===== config.mk =====
export PLATFORM = sky130hd
export DESIGN_NAME = mem_arbiter_flat
export DESIGN_NICKNAME = d
export VERILOG_FILES = /design/src/rtl/mem_arbiter_if.sv /design/src/rtl/mem_arbiter.sv /design/src/flat_wrapper.sv
export SDC_FILE = /design/constraint.sdc
export NUM_CORES = 1
export LEC_CHECK = 0
export CORE_AREA = 2 2 132 134
export CTS_BUF_LIST = sky130_fd_sc_hd__clkbuf_2
export CTS_CLUSTER_SIZE = 24
export DETAILED_ROUTE_END_ITERATION = 10
export DIE_AREA = 0 0 134 136
export SLEW_MARGIN = 20
export SYNTH_ARGS = -nofsm -noshare
export SYNTH_HDL_FRONTEND = slang
export SYNTH_SLANG_ARGS = --single-unit

===== constraint.sdc =====
create_clock -name clk -period 3.7 [get_ports clk]
set_clock_uncertainty 0.2 [all_clocks]
set_input_delay 0.555 -clock clk [delete_from_list [all_inputs] [get_ports clk]]
set_output_delay 0.555 -clock clk [all_outputs]
set_load 0.005 [all_outputs]

===== src/rtl/mem_arbiter_if.sv =====
// Memory bus: valid/ready request channel (m_*) from master to slave and a
// valid/ready response channel (s_*) from slave back to master.
interface mem_arbiter_if #(
    parameter int ADDR_W = 32,
    parameter int DATA_W = 32
);
    logic [ADDR_W-1:0] m_address;
    logic [DATA_W-1:0] m_data;
    logic              m_write;
    logic              m_valid;
    logic              m_ready;
    logic [DATA_W-1:0] s_data;
    logic              s_valid;
    logic              s_ready;

    modport master (
        output m_address, m_data, m_write, m_valid, s_ready,
        input  m_ready, s_data, s_valid
    );

    modport slave (
        input  m_address, m_data, m_write, m_valid, s_ready,
        output m_ready, s_data, s_valid
    );
endinterface


===== src/rtl/mem_arbiter.sv =====
// mem_arbiter: round-robin arbiter sharing one memory bus between the
// instruction-fetch requester (req0) and the data requester (req1). The
// winning request is registered onto the bus; load responses are routed back
// to their issuer through an in-order tag FIFO holding the requester id.
module mem_arbiter #(
    parameter int TAG_DEPTH = 4
) (
    input  logic          clk,
    input  logic          rst_n,
    mem_arbiter_if.slave  req0,
    mem_arbiter_if.slave  req1,
    mem_arbiter_if.master mem,
    output logic          err
);

    localparam int ADDR_W = 32;
    localparam int DATA_W = 32;
    localparam int PTR_W  = $clog2(TAG_DEPTH);
    localparam int CNT_W  = PTR_W + 1;
    localparam logic [CNT_W-1:0] DEPTH_C = CNT_W'(TAG_DEPTH);

    // Arbitration
    logic              slot;
    logic              elig0;
    logic              elig1;
    logic              grant;
    logic              accept0;
    logic              accept1;

    // Registered bus request and round-robin pointer
    logic [ADDR_W-1:0] m_address_q, m_address_d;
    logic [DATA_W-1:0] m_data_q,    m_data_d;
    logic              m_write_q,   m_write_d;
    logic              m_valid_q,   m_valid_d;
    logic              prio_q,      prio_d;

    // Tag FIFO: one bit per outstanding load, 0 = req0, 1 = req1
    logic              tag_mem_q [TAG_DEPTH];
    logic [PTR_W-1:0]  wr_ptr_q, wr_ptr_d;
    logic [PTR_W-1:0]  rd_ptr_q, rd_ptr_d;
    logic [CNT_W-1:0]  count_q,  count_d;
    logic              push;
    logic              push_id;
    logic              pop;
    logic              head;
    logic              tags_pending;
    logic              err_q, err_d;

    // Eligibility, round-robin grant and the request-side handshake.
    always_comb begin
        // NOTE: every signal written here is assigned on all paths, so no latch is inferred.
        slot  = !m_valid_q || mem.m_ready;
        elig0 = req0.m_valid && (req0.m_write || (count_q < DEPTH_C));
        elig1 = req1.m_valid && (req1.m_write || (count_q < DEPTH_C));
        grant = prio_q;
        if (elig0 && !elig1) begin
            grant = 1'b0;
        end else if (elig1 && !elig0) begin
            grant = 1'b1;
        end
        accept0 = slot && !grant && elig0;
        accept1 = slot &&  grant && elig1;
    end

    assign req0.m_ready = accept0;
    assign req1.m_ready = accept1;

    // Response routing is a pure pass-through steered by the FIFO head.
    assign tags_pending = (count_q != '0);
    assign head         = tag_mem_q[rd_ptr_q];
    assign mem.s_ready  = tags_pending ? (head ? req1.s_ready : req0.s_ready) : 1'b1;
    assign req0.s_valid = mem.s_valid && tags_pending && !head;
    assign req1.s_valid = mem.s_valid && tags_pending &&  head;
    assign req0.s_data  = mem.s_data;
    assign req1.s_data  = mem.s_data;

    // Bus output register drives the shared bus directly.
    assign mem.m_address = m_address_q;
    assign mem.m_data    = m_data_q;
    assign mem.m_write   = m_write_q;
    assign mem.m_valid   = m_valid_q;
    assign err           = err_q;

    // Next state for the bus register, priority pointer, tag FIFO and error flag.
    always_comb begin
        m_address_d = m_address_q;
        m_data_d    = m_data_q;
        m_write_d   = m_write_q;
        m_valid_d   = m_valid_q;
        prio_d      = prio_q;

        if (accept0) begin
            m_address_d = req0.m_address;
            m_data_d    = req0.m_data;
            m_write_d   = req0.m_write;
            m_valid_d   = 1'b1;
            prio_d      = 1'b1;
        end else if (accept1) begin
            m_address_d = req1.m_address;
            m_data_d    = req1.m_data;
            m_write_d   = req1.m_write;
            m_valid_d   = 1'b1;
            prio_d      = 1'b0;
        end else if (slot) begin
            m_valid_d   = 1'b0;
        end

        // Only loads get a tag; the push test already used the pre-pop count.
        push     = (accept0 && !req0.m_write) || (accept1 && !req1.m_write);
        push_id  = accept1;
        pop      = mem.s_valid && mem.s_ready && tags_pending;
        wr_ptr_d = push ? wr_ptr_q + PTR_W'(1) : wr_ptr_q;
        rd_ptr_d = pop  ? rd_ptr_q + PTR_W'(1) : rd_ptr_q;
        count_d  = count_q + CNT_W'(push) - CNT_W'(pop);

        // A response with nothing outstanding is dropped and flagged until reset.
        err_d    = err_q || (mem.s_valid && !tags_pending);
    end

    // Tag storage: record the requester id of each accepted load.
    // NOTE: the tag array has no reset; count_q and the pointers decide which entries are live.
    always_ff @(posedge clk) begin
        if (push) begin
            tag_mem_q[wr_ptr_q] <= push_id;
        end
    end

    // State registers with asynchronous reset.
    always_ff @(posedge clk or negedge rst_n) begin
        // NOTE: non-blocking assignments make every flop sample pre-edge values together.
        if (!rst_n) begin
            m_address_q <= '0;
            m_data_q    <= '0;
            m_write_q   <= 1'b0;
            m_valid_q   <= 1'b0;
            prio_q      <= 1'b0;
            wr_ptr_q    <= '0;
            rd_ptr_q    <= '0;
            count_q     <= '0;
            err_q       <= 1'b0;
        end else begin
            m_address_q <= m_address_d;
            m_data_q    <= m_data_d;
            m_write_q   <= m_write_d;
            m_valid_q   <= m_valid_d;
            prio_q      <= prio_d;
            wr_ptr_q    <= wr_ptr_d;
            rd_ptr_q    <= rd_ptr_d;
            count_q     <= count_d;
            err_q       <= err_d;
        end
    end

endmodule

===== src/flat_wrapper.sv =====
// flat-port wrapper written by rule: the top's interface ports become plain ports
module mem_arbiter_flat 
#(
    parameter int TAG_DEPTH = 4
)
  (clk, rst_n, err, req0_m_address, req0_m_data, req0_m_write, req0_m_valid, req0_s_ready, req0_m_ready, req0_s_data, req0_s_valid, req1_m_address, req1_m_data, req1_m_write, req1_m_valid, req1_s_ready, req1_m_ready, req1_s_data, req1_s_valid, mem_m_address, mem_m_data, mem_m_write, mem_m_valid, mem_s_ready, mem_m_ready, mem_s_data, mem_s_valid);
  mem_arbiter_if req0_i ();
  mem_arbiter_if req1_i ();
  mem_arbiter_if mem_i ();
  input  logic clk;
  input  logic rst_n;
  output logic err;
  input wire logic [$bits(req0_i.m_address)-1:0] req0_m_address;
  input wire logic [$bits(req0_i.m_data)-1:0] req0_m_data;
  input wire logic [$bits(req0_i.m_write)-1:0] req0_m_write;
  input wire logic [$bits(req0_i.m_valid)-1:0] req0_m_valid;
  input wire logic [$bits(req0_i.s_ready)-1:0] req0_s_ready;
  output wire logic [$bits(req0_i.m_ready)-1:0] req0_m_ready;
  output wire logic [$bits(req0_i.s_data)-1:0] req0_s_data;
  output wire logic [$bits(req0_i.s_valid)-1:0] req0_s_valid;
  input wire logic [$bits(req1_i.m_address)-1:0] req1_m_address;
  input wire logic [$bits(req1_i.m_data)-1:0] req1_m_data;
  input wire logic [$bits(req1_i.m_write)-1:0] req1_m_write;
  input wire logic [$bits(req1_i.m_valid)-1:0] req1_m_valid;
  input wire logic [$bits(req1_i.s_ready)-1:0] req1_s_ready;
  output wire logic [$bits(req1_i.m_ready)-1:0] req1_m_ready;
  output wire logic [$bits(req1_i.s_data)-1:0] req1_s_data;
  output wire logic [$bits(req1_i.s_valid)-1:0] req1_s_valid;
  output wire logic [$bits(mem_i.m_address)-1:0] mem_m_address;
  output wire logic [$bits(mem_i.m_data)-1:0] mem_m_data;
  output wire logic [$bits(mem_i.m_write)-1:0] mem_m_write;
  output wire logic [$bits(mem_i.m_valid)-1:0] mem_m_valid;
  output wire logic [$bits(mem_i.s_ready)-1:0] mem_s_ready;
  input wire logic [$bits(mem_i.m_ready)-1:0] mem_m_ready;
  input wire logic [$bits(mem_i.s_data)-1:0] mem_s_data;
  input wire logic [$bits(mem_i.s_valid)-1:0] mem_s_valid;
  assign req0_i.m_address = req0_m_address;
  assign req0_i.m_data = req0_m_data;
  assign req0_i.m_write = req0_m_write;
  assign req0_i.m_valid = req0_m_valid;
  assign req0_i.s_ready = req0_s_ready;
  assign req0_m_ready = req0_i.m_ready;
  assign req0_s_data = req0_i.s_data;
  assign req0_s_valid = req0_i.s_valid;
  assign req1_i.m_address = req1_m_address;
  assign req1_i.m_data = req1_m_data;
  assign req1_i.m_write = req1_m_write;
  assign req1_i.m_valid = req1_m_valid;
  assign req1_i.s_ready = req1_s_ready;
  assign req1_m_ready = req1_i.m_ready;
  assign req1_s_data = req1_i.s_data;
  assign req1_s_valid = req1_i.s_valid;
  assign mem_m_address = mem_i.m_address;
  assign mem_m_data = mem_i.m_data;
  assign mem_m_write = mem_i.m_write;
  assign mem_m_valid = mem_i.m_valid;
  assign mem_s_ready = mem_i.s_ready;
  assign mem_i.m_ready = mem_m_ready;
  assign mem_i.s_data = mem_s_data;
  assign mem_i.s_valid = mem_s_valid;
  mem_arbiter #(.TAG_DEPTH(TAG_DEPTH)) u_core (.clk(clk), .rst_n(rst_n), .req0(req0_i), .req1(req1_i), .mem(mem_i), .err(err));
endmodule

# ---- Yosys cells after proc, flatten, opt, wreduce, memory -nomap -nowiden
# Memory sizes are Yosys's and may differ from the RTL's.
# Index checks and enable logic that the tools add are counted.
dict set report word_totals {
  inputBits 170
  n_memories 1
  reg_bits 75
  ramBits 4
  wordCells 64
}
dict set report classes {
  n_mux 17
  reduce_logical 32
  addsub 4
  n_lt_le_gt_ge 1
}
# memory words word_bits rd rd_clocked_by_memory_dff wr line_no
set memory_table {}
lappend memory_table {u_core.tag_mem_q 4 1 1 0 1 mem_arbiter.sv:38} ;# logic tag_mem_q [TAG_DEPTH];
# cell count
set op_table {}
lappend op_table {{2-to-1 mux 32 bit} 4}
lappend op_table {{logical AND 1 bit} 16}
lappend op_table {{2-to-1 mux 1 bit} 13}
lappend op_table {{zero test 1 bit} 8}
lappend op_table {{nonzero test 3 bit} 2}
lappend op_table {{logical OR 1 bit} 5}
lappend op_table {{adder 2 x 1 -> 2 bit, second input constant} 2}
lappend op_table {{adder 3 x 1 -> 3 bit} 1}
lappend op_table {{< comparator 3 bit, second input constant} 1}
lappend op_table {{subtractor 3 x 1 -> 3 bit} 1}
lappend op_table {{nonzero test 2 bit} 1}

# ---- Longest topological paths before layout
# Gate-level depths: netlist of the first run.
dict set report depth {
  depth_word 14
  depth_mapped 10
}

# ---- Least setup slack after synthesis of the first run
# No wires, ideal clock.
dict set report synth_timing {
  path_type {flip-flop to flip-flop}
  from {reg u_core.rd_ptr_q[1]}
  to {reg u_core.count_q[2]}
  stages_incl_launch_ff 11
  n_path_buf 0
  arrival_ns 2.182
  setup_time_ns 0.124
  path_slack_ns 1.194
  synth_period_minus_slack_ns 2.506
  required_ns 3.376
  cell_sequence {dfrtp_1 > mux2i_1 > mux2i_1 > mux2i_1 > nor2_1 > ha_1 > inv_1 > ha_1 > fa_1 > xor2_1 > xnor2_1}
}
dict set report synth_between {
  elab_chain_len 6
}
# element line_no
set synth_rtl {}
lappend synth_rtl {{from (decl)} mem_arbiter.sv:40} ;# logic [PTR_W-1:0] rd_ptr_q, rd_ptr_d;
lappend synth_rtl {{from (signal assigned)} mem_arbiter.sv:148} ;# rd_ptr_q <= rd_ptr_d;
lappend synth_rtl {{memory read (4 x 1 bit)} n/a}
lappend synth_rtl {{2-to-1 mux 1 bit (2 in series)} mem_arbiter.sv:71} ;# assign mem.s_ready = tags_pending ? (head ? req1.s_ready : req0.s_ready) : 1'b1;
lappend synth_rtl {{logical AND 1 bit (2 in series)} mem_arbiter.sv:111} ;# pop = mem.s_valid && mem.s_ready && tags_pending;
lappend synth_rtl {{net u_core.pop} mem_arbiter.sv:44} ;# logic pop;
lappend synth_rtl {{subtractor 3 x 1 -> 3 bit} mem_arbiter.sv:114} ;# count_d = count_q + CNT_W'(push) - CNT_W'(pop);
lappend synth_rtl {{net u_core.count_d[2]} mem_arbiter.sv:41} ;# logic [CNT_W-1:0] count_q, count_d;
lappend synth_rtl {{to (signal assigned)} mem_arbiter.sv:149} ;# count_q <= count_d;
lappend synth_rtl {{to (decl)} mem_arbiter.sv:41}
# The timed path passes the listed nets, and every way through them passes these cells.
# A chain may end at the register's enable or synchronous reset.

# ---- Final worst setup path of the first run
dict set report layout_timing {
  from {reg u_core.rd_ptr_q[1]}
  to {out mem_s_ready}
}
dict set report layout_between {
  elab_chain_len 3
}
# element line_no
set layout_rtl {}
lappend layout_rtl {{memory read (4 x 1 bit)} n/a}
lappend layout_rtl {{2-to-1 mux 1 bit (2 in series)} mem_arbiter.sv:71}
lappend layout_rtl {{to (decl)} flat_wrapper.sv:33} ;# output wire logic [$bits(mem_i.s_ready)-1:0] mem_s_ready;
# Every way passes these cells.

==> results of run 1 <==
tightest hold or removal path, delay by kind of cell:
kind,cells,cell delay [ns]
compound gates,1,0.06
buf+inv,2,0.47
cell families (layout without fill, tap and decap cells):
logic type	after synthesis	in the layout	synth area share
fa+ha+maj	7	7	0.0232
compound gates	75	75	0.179
buf+inv	94	239	0.155
simple gates	87	87	0.130
xor+xnor	4	4	0.00854
mux	7	7	0.0174
flops	79	79	0.487
worst min path at each step:
stage                        endpoint  slack [ns]  depth (start not counted)
floorplan           u_core.count_q[0]        0.06                          0
global placement           u_core.err        0.29                          1
detailed placement         u_core.err        0.27                          1
CTS                        u_core.err        0.21                          3
global route               u_core.err        0.23                          3
finish                     u_core.err        0.32                          3
repair_timing:
action                                 4_1_cts  5_1_grt
gates resized for setup                      0        0
hold buffers                                 1        0
endpoints found under the hold margin       75        0
setup buffers                                0        0
metrics by stage:
step                      cell area (um^2)  std cells
after CTS                             6060        723
after global routing                  6060        723
after detailed placement              5930        706
after floorplan                       4100        353
final                                 6060        723
after global placement                5930        706
power groups by stage:
stage / Clock [mW] / Combinational [mW] / Sequential [mW]
after floorplan: 0 / 0.749 / 1.50
after global placement: 0 / 1.71 / 1.50
after detailed placement: 0 / 1.76 / 1.50
after CTS: 0.567 / 1.76 / 1.49
after global routing: 0.609 / 1.89 / 1.54
final: 0.531 / 1.72 / 1.49
registers in the layout, summed over array words and instances (netlist names):
| name | count |
|---|---|
| u_core.tag_mem_q | 4 |
| u_core.wr_ptr_q | 2 |
| u_core.mem.m_write | 1 |
| u_core.prio_q | 1 |
| u_core.mem.m_address | 32 |
| u_core.rd_ptr_q | 2 |
| u_core.count_q | 3 |
| u_core.err | 1 |
| u_core.mem.m_data | 32 |
| u_core.mem.m_valid | 1 |
synth_stat cells (all sizes together):
cell type | count | area, um^2
buf | 80 | 582
dfrtp | 75 | 1880
and2 | 70 | 438
a221o | 65 | 651
inv | 9 | 33.8
ha | 6 | 75.1
mux2i | 6 | 60.1
clkbuf | 5 | 18.8
edfxtp | 4 | 120
nor2 | 4 | 17.5
nand2 | 3 | 11.3
nor2b | 3 | 21.3
o21ai | 3 | 15.0
nand2b | 2 | 12.5
o31ai | 2 | 15.0
xnor2 | 2 | 17.5
xor2 | 2 | 17.5
a2111oi | 1 | 27.5
a211oi | 1 | 7.51
a21oi | 1 | 5.00
and2b | 1 | 10.0
fa | 1 | 20.0
mux2 | 1 | 11.3
nand3 | 1 | 5.00
nor3 | 1 | 5.00
nor3b | 1 | 7.51
o21a | 1 | 7.51
o21bai | 1 | 7.51
or3 | 1 | 6.26
cell type report:
class	count	area share
repair buffers	214	0.351
flip-flops and latches	79	0.329
multi-input cells	180	0.246
well taps	225	0.0464
clock inverters	5	0.0122
clock buffers	11	0.00908
inverters	9	0.00557
routing by layer:
metal | GRT usage | vias up | part of all wire
li1 | - | 1486 | -
met1 | 0.140 | 1534 | 0.40
met2 | 0.219 | 162 | 0.50
met3 | 0.0440 | 34 | 0.077
met4 | 0.0739 | 0 | 0.031
met5 | 0 | - | 0
==> results.txt, run 1 <==
The flow ran to the end, and the final reports show no timing, DRC or antenna violations. Summed over all layers, the global routing overflow is 0. Once detailed placement completed, the half-perimeter wirelength came to 8210 um. Summing all multi-input logic gate instances after layout gives 1490 um^2. VDD sags by at most 0.289 mV. The critical-path cell with the highest stage delay is dfrtp_1. The number of buffer and inverter instances along the worst setup path is 1.

The part of the cycle the worst path needs is 0.828. STA classifies the critical path endpoint as a primary output. STA classifies the critical path startpoint as a flop. The peak per-stage delay on the critical path is 0.48 ns. The worst path setup slack after routing is 0.635 ns. The routed via count divided by cell count came out at 4.45. The clock insertion delay at the later pin of the skew report came out at 0.57 ns.

The analysis attributes to cell leakage a power of 2.49 nW. The length of the first detailed-routing pass in iterations came out at 4. The I/O pin count came out at 306. The portion of the post-synthesis area used by sequential elements is 0.487.

The instance count on the critical path is 5. The max-capacitance violation count came out at 0. Entering global routing, the biggest net connects 76 pins.

TritonCTS built the clock tree. The effective utilization at floorplan is 0.243. The routed length per placed instance came out at 16.2 um.

The count of warnings emitted by yosys came out at 0. The H-tree was split into 3 levels. After synthesis the netlist holds a flip-flop and latch count of 79.

The iteration-0 DRC count of the detailed router is 118. The wire length of the first global-routing pass is 18100 um. The clock passes through at most 2 buffers.

The number of buffers added by the clock tree synthesis step came out at 9. Compared with the post-synthesis result, the final layout area differs by 47.8%. The overall routing resource usage is 0.129. The total area inside the core boundary comes to 16900 um^2. The average instance in the mapped netlist occupies 11.6 um^2. Walking the worst path, the cells encountered are mux2i_1 > mux2i_1 > mux2i_1 > nand2_1 > clkdlybuf4s50_1. The vertical die dimension is 136 um. After synthesis the cells add up to 4100 um^2. The switching fraction of total power is 0.312. The library cell used most frequently in the layout, excluding fill and tap cells, is clkdlybuf4s50_1. The worst hold margin is 0.317 ns.

From left edge to right edge, the die measures 134 um. The total count of max-transition violations in the final report came out at 0. The critical path arrival came out at 2.31 ns. Internal power comes to 2.58 mW. The initial antenna violation count is 0. The number of placement rows came out at 48. Registers take 2000 um^2. The floorplan die area came out at 18200 um^2.

For this run, the top clock speed supported by timing is 326 MHz. The CTS sink count came out at 79. The required time reported for the critical path endpoint came out at 2.94 ns.

After detailed routing, the number of remaining DRC violations is 0. The worst register-to-register path ends at u_core.count_q[2]. Of the total power, combinational logic draws 0.461.

The worst setup path is of the reg -> out kind. After detailed routing, the total wire length is 11700 um. Among cell families on the critical path, the largest total delay comes from multiplexers. Summed over all nets, the switching power comes to 1.17 mW.

The clock transition at the register clock pins on the worst setup and hold paths after CTS is 0.25 ns. The number of hold violations in the final report is 0. The pin slew with the least headroom to its limit is 0.970 ns.

The count of nets left with antenna violations after detail routing is 0. Before CTS, the worst setup slack after placement is 0.764 ns. The repair_antennas step left the layout with diodes totalling 0. The via count came out at 3216. The number of global-route vias before repair came out at 3501.

The worst slew margin relative to its limit is 0.353. The post-layout net count came out at 670. The total design power came out at 3.74 mW. The worst hold path begins at mem_s_valid. The worst reg2reg path startpoint is u_core.rd_ptr_q[1]. The core occupancy in the finished layout came out at 0.359.

The launch point of the critical path is u_core.rd_ptr_q[1]. The register-to-register setup slack came out at 0.99 ns. The power density over the cells is 617 nW/um^2.

Buffers placed on the I/O ports in this run total 209. The final critical path time including I/O delays and setup came out at 3.07 ns. The most critical setup path has its endpoint at mem_s_ready.

Setup violations remaining at the end of the flow were counted as 0. Leaving out fill and tap cells, the most frequent cells in the layout are clkdlybuf4s50_1 (208), dfrtp_1 (75), and2_1 (70). Counting every net in the synthesized netlist gives 530. The setup total negative slack is 0 ns. The most common cell type on the critical path is mux2i_1.

The min-delay analysis places its worst path in the category in -> reg. The layout cell share with drive strength beyond 1 is 0.0542. The congestion estimate from routability-driven global placement came to 0.767. The cell sitting at the root of the clock tree is a clkbuf_2. Setup repair after global routing left no endpoint under its margin. The number of fillers in the final layout is 1657. The cell count of the worst reg-to-reg path came out at 10.

The sequential power share came out at 0.397. The biggest fanout along the worst timing path came out at 3. The number of distinct library cell variants in the gate-level netlist after synthesis came out at 34. The instance count of the mapped netlist is 353.

The share of total power dissipated in the clock network is 0.142.
No activity file was read; power rests on OpenSTA's default activity.
==> run 2, diff against run 1 <==
Clock period 3.7 ns to 2.65 ns, I/O delays scaled along.
==> results.txt, run 2 (same netlist as run 1, synthesis figures left out) <==
The cell count of the worst reg-to-reg path is 10 (unchanged). The required time reported for the critical path endpoint was 2.94 ns (about the same). The cell count after placement is 710 (+0.57%). The number of global-route vias before repair was 3533 (+0.91%). The part of the cycle the worst path needs is 0.974. The biggest fanout along the worst timing path came out at 3 (unchanged). Setup repair after global routing could not meet its margin everywhere. The startpoint type of the worst setup path is a flop.

The peak per-stage delay on the critical path was 0.47 ns (about the same). The CTS sink count came out at 79 (unchanged). The critical path class is reg -> reg. The flow ran to the end, and the final reports show no timing, DRC or antenna violations.

The setup-violating endpoint count in the final report is 0 (unchanged). The final estimated routing congestion in global placement is 0.728 (-5.1%). The I/O pin count was 306 (unchanged). Relative to the synthesized area, the layout overhead comes to 51.2%. The top cell types in the final layout, fill and taps aside, are clkdlybuf4s50_1 (203), dfrtp_1 (75), and2_1 (70). The instance count on the critical path is 10 (+5). Clock tree synthesis selected as its root buffer the cell clkbuf_2. The vertical die dimension is 136 um (unchanged). The register cell area after layout came out at 2000 um^2 (unchanged). The critical path arrival came to 2.87 ns (+0.56 ns). The routed via count divided by cell count is 4.36 (-2.1%). The initial antenna violation count is 0 (unchanged).

The worst slew margin relative to its limit is 0.621 (+0.267). The max-capacitance violation count was 0 (unchanged). The via count came out at 3193 (-0.72%).

The setup total negative slack was 0 ns (unchanged). The core area is 16900 um^2 (unchanged). The peak clock frequency supported by timing came out at 387 MHz. The number of buffer and inverter instances along the worst setup path is 1 (unchanged). The number of placement rows was 48 (unchanged). The number of buffers added by the clock tree synthesis step came out at 9 (unchanged). STA classifies the critical path endpoint as a flop. The pin count of the biggest net entering global routing came out at 76 (unchanged). The multi-input gate area in the final layout came out at 1530 um^2 (+2.6%). The total of buffers placed on input and output ports came out at 209 (unchanged). The sum of overflow across all layers after global routing is 0 (unchanged). The clock insertion delay at the later pin of the skew report was 0.54 ns (-0.03 ns). The wire length of the first global-routing pass came out at 17800 um (-1.9%).

The power density over the cells is 856 nW/um^2 (+39%). The total non-filler cell area in the finished layout came out at 6200 um^2 (+2.3%). The signal on the critical path passes through mux2i_2 > mux2i_2 > mux2i_1 > nor2_1 > ha_1 > inv_1 > ha_1 > fa_2 > xor2_1 > xnor2_1.

The routed length per placed instance came out at 15.6 um (-3.9%). The overall routing resource usage came to 0.125 (-0.00374). The floorplan die area came out at 18200 um^2 (unchanged). For this design, the slowest cell found on the critical path is dfrtp_1. The placed wire-length estimate came out at 8060 um (-1.8%).

The post-layout net count came out at 680 (+1.5%). The layout cell share with drive strength beyond 1 is 0.0886 (+0.0344). The number of fillers in the final layout is 1638 (-1.1%). The cell family contributing the most delay on the critical path is adder cells. The pin slew with the least headroom to its limit was 0.569 ns (-0.401 ns). The iteration-0 DRC count of the detailed router is 112 (-5.1%). The final critical path time including I/O delays and setup came out at 2.58 ns.

The final antenna diode count came out at 0 (unchanged). The maximum VDD drop came out at 0.317 mV (+9.8%). The length of the first detailed-routing pass in iterations came out at 4 (unchanged). The leakage power of the design came out at 2.56 nW (+2.8%).

The die extent in x came out at 134 um (unchanged). The number of hold violations in the final report is 0 (unchanged). The final routed DRC violation total is 0 (unchanged). The effective utilization at floorplan is 0.243 (unchanged).

TritonCTS built the clock tree. The instance area after placement is 5980 um^2 (+0.93%). The overall routed net length came out at 11400 um (-2.6%). The path class of the tightest hold or removal check is in -> async. The count of nets left with antenna violations after detail routing came out at 0 (unchanged). The count of placed standard cells in the final layout, fillers left out was 733 (+1.4%). The deepest level of the CTS H-tree is 3 (unchanged). The largest buffer count on any clock path came out at 2 (unchanged). The clock transition at the register clock pins on the worst setup and hold paths after CTS was 0.23 ns (-0.02 ns). The total count of max-transition violations in the final report came out at 0 (unchanged). The most common cell after layout, fill and taps aside is clkdlybuf4s50_1.
[run 2: cell types whose count changed in the layout (fill, tap and decap cells not counted), sizes merged]
cell / delta
clkdlybuf4s50: -5
dlygate4sd2: +1
clkdlybuf4s15: +2
buf: +11
clkinv: +1
[run 2: worst paths after layout]
path / start / end / slack, ns
min reg2reg: u_core.err / u_core.err / 0.33
max: u_core.rd_ptr_q[1] / u_core.count_q[2] / 0.07
max in group asynchronous: rst_n / u_core.mem.m_address[21] / 1.50
min in group clk: mem_s_valid / u_core.err / 0.22
min: rst_n / u_core.mem.m_address[7] / 0.14
max reg2reg: u_core.rd_ptr_q[1] / u_core.count_q[2] / 0.07
[run 2: metal layers]
metal	GRT usage	vias to the layer above	part of all wire
met4	0.0485	0	0.016
li1	-	1503	-
met2	0.219	157	0.51
met1	0.138	1509	0.39
met3	0.0455	24	0.082
met5	0	-	0
[run 2: layout make-up]
| class | count | share of cell area |
|---|---|---|
| Tap cell | 225 | 0.0454 |
| Inverter | 9 | 0.00545 |
| Clock buffer | 10 | 0.00807 |
| Sequential cell | 79 | 0.322 |
| Multi-Input combinational cell | 180 | 0.247 |
| Timing Repair Buffer | 224 | 0.360 |
| Clock inverter | 6 | 0.0123 |
[run 2: where the power goes]
part	internal, mW	switching (mW)	total (mW)	leakage (nW)
logic	1.63	0.886	2.52	1.53
clock network	0.306	0.409	0.715	0.0784
registers	1.74	0.342	2.08	0.951
total	3.67	1.64	5.31	2.56
[run 2: metrics by stage]
stage               hold slack (ns)   util  worst slack, ns  power [mW]
global placement              0.296  0.354           0.0629        4.54
detailed placement            0.283  0.354          -0.0117        4.58
CTS                           0.110  0.366          -0.0348        5.42
global route                 0.0988  0.368          -0.0587        5.70
floorplan                   -0.0981      -            0.144        3.14
finish                        0.144  0.368           0.0688        5.31
[run 2: timing repair]
item	4_1_cts	5_1_grt
setup endpoints to repair	6	6
pin swaps	2	5
hold buffers	1	0
resized for setup	16	5
hold endpoints to repair	75	0
buffers inserted	5	0
